<file path="src/rtl/keypad_hit_scanner.sv">
// 4x4 active-low keypad scanner: synchronises rows, debounces one key at a time
// and emits a single-cycle hit with hit_index = row*4 + col per accepted press.
module keypad_hit_scanner #(
  parameter int SCAN_DIV     = 16,
  parameter int DEBOUNCE_CNT = 3
) (
  input  logic       clk,
  input  logic       rst,
  input  logic [3:0] row_in,
  output logic [3:0] col_out,
  output logic       hit,
  output logic [3:0] hit_index,
  output logic       key_held
);
  typedef enum logic [1:0] {SCAN, DEBOUNCE, HELD} state_t;

  localparam logic [15:0] TICK_AT = 16'(SCAN_DIV - 1);
  localparam logic [7:0]  DB_N    = 8'(DEBOUNCE_CNT);

  state_t      state;
  logic [3:0]  sync1, row_s;
  logic [15:0] scan_cnt;
  logic [1:0]  col, cand_row, dec_row;
  logic [3:0]  cand_index;
  logic [7:0]  stable_cnt, rel_cnt;
  logic        tick, any_low;

  assign tick    = scan_cnt == TICK_AT;
  assign any_low = row_s != 4'hF;
  assign col_out = ~(4'b0001 << col);

  // lowest-index low row wins when several rows read low
  always_comb begin
    dec_row = 2'd3;
    if (!row_s[2]) dec_row = 2'd2;
    if (!row_s[1]) dec_row = 2'd1;
    if (!row_s[0]) dec_row = 2'd0;
  end

  always_ff @(posedge clk or negedge rst) begin
    if (!rst) begin
      sync1    <= 4'hF;
      row_s    <= 4'hF;
      scan_cnt <= '0;
    end else begin
      sync1    <= row_in;
      row_s    <= sync1;
      scan_cnt <= tick ? 16'd0 : scan_cnt + 16'd1;
    end
  end

  always_ff @(posedge clk or negedge rst) begin
    if (!rst) begin
      state      <= SCAN;
      col        <= 2'd0;
      cand_row   <= 2'd0;
      cand_index <= 4'd0;
      stable_cnt <= 8'd0;
      rel_cnt    <= 8'd0;
      hit        <= 1'b0;
      hit_index  <= 4'd0;
      key_held   <= 1'b0;
    end else begin
      hit <= 1'b0;
      if (tick) begin
        case (state)
          SCAN: begin
            if (any_low) begin
              cand_row   <= dec_row;
              cand_index <= {dec_row, col};
              if (DB_N == 8'd1) begin
                hit        <= 1'b1;
                hit_index  <= {dec_row, col};
                key_held   <= 1'b1;
                rel_cnt    <= 8'd0;
                stable_cnt <= 8'd0;
                state      <= HELD;
              end else begin
                stable_cnt <= 8'd1;
                state      <= DEBOUNCE;
              end
            end else begin
              col <= col + 2'd1;
            end
          end
          DEBOUNCE: begin
            if (any_low && dec_row == cand_row) begin
              if (stable_cnt + 8'd1 == DB_N) begin
                hit        <= 1'b1;
                hit_index  <= cand_index;
                key_held   <= 1'b1;
                rel_cnt    <= 8'd0;
                stable_cnt <= 8'd0;
                state      <= HELD;
              end else begin
                stable_cnt <= stable_cnt + 8'd1;
              end
            end else begin
              stable_cnt <= 8'd0;
              col        <= col + 2'd1;
              state      <= SCAN;
            end
          end
          HELD: begin
            // only the accepted key's row matters; other presses are ignored
            if (row_s[cand_row]) begin
              if (rel_cnt + 8'd1 == DB_N) begin
                rel_cnt  <= 8'd0;
                key_held <= 1'b0;
                col      <= col + 2'd1;
                state    <= SCAN;
              end else begin
                rel_cnt <= rel_cnt + 8'd1;
              end
            end else begin
              rel_cnt <= 8'd0;
            end
          end
          default: state <= SCAN;
        endcase
      end
    end
  end
endmodule

</file>
<file path="config.mk">
export PLATFORM = sky130hd
export DESIGN_NAME = keypad_hit_scanner
export DESIGN_NICKNAME = d
export VERILOG_FILES = /design/src/rtl/keypad_hit_scanner.sv
export SDC_FILE = /design/constraint.sdc
export NUM_CORES = 1
export LEC_CHECK = 0
export BUFFER_PORTS_ARGS = -buffer_cell sky130_fd_sc_hd__buf_2
export CORE_ASPECT_RATIO = 1.4
export CORE_UTILIZATION = 25
export DETAILED_ROUTE_END_ITERATION = 12
export GPL_TIMING_DRIVEN = 1
export SLEW_MARGIN = 25
export SYNTH_ARGS = -nofsm -noshare
export SYNTH_HDL_FRONTEND = slang
export SYNTH_SLANG_ARGS = --single-unit
</file>
<file path="constraint.sdc">
create_clock -name clk -period 3.07 [get_ports clk]
set_input_delay 0.4605 -clock clk [delete_from_list [all_inputs] [get_ports clk]]
set_output_delay 0.4605 -clock clk [all_outputs]
set_load 0.03 [all_outputs]
</file>
==> summary.txt <==
STA
  • Final worst slack: 0.567 ns
  • Setup TNS: 0 ns
  • Setup violations, final: 0
  • Highest clock rate: 400 MHz
  • Tightest Pin Transition: between 0.6 and 0.7 ns
  • Minimum clock period: 2.50 ns
  • Worst Clk Skew: 0.00503 ns
  • RSZ-0062 raised after global routing: false
  • Relative slew slack: 58.7%
  • Slew Viols, Final: 0
  • Final period util: 81.5%
  • Final hold viol count: 0

Finish
  • Multi-input logic area: between 1000 and 1500 um2
  • Fin util: 29.8%
  • P&R area growth vs syn: 14.3%
  • Register area: 1360 um2
  • Most common cell after layout, fill and taps aside: dfrtp_1
  • Final Instance Count excl. Fillers: 427
  • Fillers: around 1.1k
  • Nets: 303
  • Ant diodes: 0
  • Most frequent cells in the layout: dfrtp_1 (46), nand2_1 (28), nor2_1 (23), o21ai_0 (23), buf_2 (14)
  • Layout cells sized above 1: 16.3%

Synth
  • FF+latch count, synth: 54
  • Synthesized area per cell: 10.3 um2
  • Dominant synthesized flop cell: dfrtp_1
  • Distinct cells, synth: 50
  • Sequential-to-total area share from yosys stat: between 40 and 50%
  • Synth warn: 0
  • Post-synth EDFFs: 0
  • Mapped Area: approximately 2700 um2
  • Area contributors post-synth: dfrtp_1 (42%), dfstp_2 (7.7%), o21ai_0 (4.2%), xnor2_1 (4.2%), ha_1 (4.1%)
  • Cells after Synth: 266
  • Syn Nets: 281
  • Asr flop ratio synth: 100%
  • Yosys top cell by area: dfrtp_1
  • Top-area cell type share of the netlist area: 42.0%

Critical path
  • Worst path cell trace: ha_1, nand3_1, nor3b_1, o211ai_1, a21o_1, nor4_4, mux2_2
  • Worst Setup SP: stable_cnt[0]
  • Critical path required time: about 3.3 ns
  • Crit path max-delay family: simple AND/OR/NAND/NOR gates
  • Crit path max fanout: 7
  • RR Endpoint: hit_index[3]
  • Slowest library cell on the worst path: nor4_4
  • R2r setup slk: between 0.5 and 0.6 ns
  • Critical path's largest stage delay: 0.57 ns
  • WP data arrival: 2.68 ns
  • RR Startpoint: stable_cnt[0]
  • Crit start category: flop
  • Setup Crit Path Kind: flop to flop
  • CP endpoint kind: flop
  • Worst path bufs/invs: 0
  • Worst r2r path cells: 7

Routing
  • Iter 0 DRT Violations: 163
  • DR vias/cell: between 4 and 5
  • Via count: 1994
  • First-pass iteration count of the detailed router: 4
  • DRT Wirelength: 5.23 mm
  • Number of remaining DRC errors: 0
  • Final antenna-violating net count: 0
  • Routed len/inst: 12.3 um

Pwr
  • Int Pwr: 1.09 mW
  • Sequential Power Share: between 50% and 60%
  • Total power: 1.46 mW
  • Clock Power Share: 37.4%
  • Psw: 0.365 mW
  • Worst VDD drop: 0.384 mV
  • Comb pwr share: between 10% and 20%
  • PD cells: 466 nW/um2
  • Net Sw Frac: 25.0%
  • Leak Pwr: 1.38 nW

Floorplan
  • Initial Utilization: 26.1%
  • Core area: 10500 um2
  • Die W: just over 90 um
  • FP Rows: 44
  • Die height: approximately 130 um
  • Ports: 16
  • Full die area: 11400 um2

Global routing
  • GRT Total Usage: 9.94%
  • Vias in the first global route: ~2k
  • First-pass GRT wire length: 9.27 mm
  • GRT Residual Overflow: 0
  • Largest net degree at the start of global routing: 50
  • Antenna violations before repair: 0

Clocking
  • CTS buffer count: 5
  • CTS tree: yes
  • Worst skew pair latency: 0.29 ns
  • Post-CTS setup buffer count: 0
  • Clock-pin slew on the worst setup and hold paths: 0.07 ns
  • Clk buf depth: 2
  • Post_cts resized: 0
  • H-tree Lvls: 2
  • Sink Count: 54
  • Root cell of the clock tree: clkbuf_16
  • Hold-fix buffers, CTS: 0

Place
  • HPWL Detailed: 3.84 mm
  • Number of port buffers: 15
  • Post-placement setup slack: 0.548 ns
  • Routability Congestion: 0.792
  • DP Cell Count: approximately 420

Min path
  • Worst hold path type: input port to asynchronous set/reset pin

Flow run
  • Max Cap Violations: 0

Run status
  • Status: completed
==> state kept, by name, summed over array words and instances, names as in the netlist <==
register,cells
hit_index,4
scan_cnt,16
key_held,1
cand_row,1
hit,1
col,2
stable_cnt,8
row_s,4
state,2
cand_index,3
sync1,4
rel_cnt,8
==> cell families after synthesis <==
group	count (synthesis)	synth area share, %
AO/OA/AOI/OAI	52	12.8
XOR/XNOR	19	6.07
adder cells (fa/ha/maj)	9	4.11
buffers and inverters	17	2.92
flip-flops	54	49.7
multiplexers	7	3.56
AND/OR/NAND/NOR	108	20.8
==> cell usage after synthesis, types with 2 or more instances <==
master	count
dfrtp_1	46
nand2_1	28
nor2_1	23
o21ai_0	23
xnor2_1	13
inv_1	12
nand3_1	12
ha_1	9
dfstp_2	8
and3_1	7
nand2b_1	6
nor2b_1	6
xor2_1	6
a21oi_1	4
and4_1	4
mux2_2	4
nand4_1	4
nor4_1	4
o32ai_1	4
a41oi_1	3
and2_1	3
o31ai_1	3
a211o_1	2
a21o_1	2
buf_6	2
clkbuf_1	2
mux2_4	2
nor3_1	2
==> worst max path at each step <==
stage / slack [ns] / cells past startpoint / to
6_report: 0.57 / 7 / hit_index[3]
5_1_grt: 0.33 / 7 / hit_index[3]
4_1_cts: 0.55 / 7 / hit_index[0]
3_5_place_dp: 0.55 / 7 / hit_index[3]
3_3_place_gp: 0.59 / 7 / hit_index[3]
2_1_floorplan: 0.82 / 8 / hit_index[1]
==> per-stage QoR <==
stage,cell area (um2),hold slack (ns)
after floorplan,2740,0.165
after global placement,2990,0.346
after detailed placement,2990,0.347
after CTS,3130,0.214
after global routing,3130,0.241
final,3130,0.180
==> power groups by stage <==
stage | Sequential [mW] | Combinational [mW] | Clock [mW]
final | 0.767 | 0.146 | 0.545
after global routing | 0.772 | 0.167 | 0.587
after CTS | 0.768 | 0.150 | 0.565
after detailed placement | 0.781 | 0.149 | 0
after global placement | 0.780 | 0.144 | 0
after floorplan | 0.779 | 0.0951 | 0
==> metal layers <==
metal | share of wire [%] | GRT usage [%] | vias to the layer above | routed length, um
met3 | 2.3 | 1.75 | 7 | 120
met1 | 44 | 11.6 | 975 | 2310
met5 | 0 | 0 | - | 0
met2 | 52 | 17.8 | 25 | 2720
li1 | - | - | 987 | -
met4 | 1.6 | 3.98 | 0 | 83
==> area by class of cell <==
type | instances | area share, %
sequential | 54 | 43.5
tap | 138 | 5.51
clock buffer | 7 | 4.23
timing repair buffer | 20 | 3.67
clock inverter | 1 | 0.240
inverter | 12 | 1.44
multi-input combinational | 195 | 41.5
No activity file was read; power rests on OpenSTA's default activity.
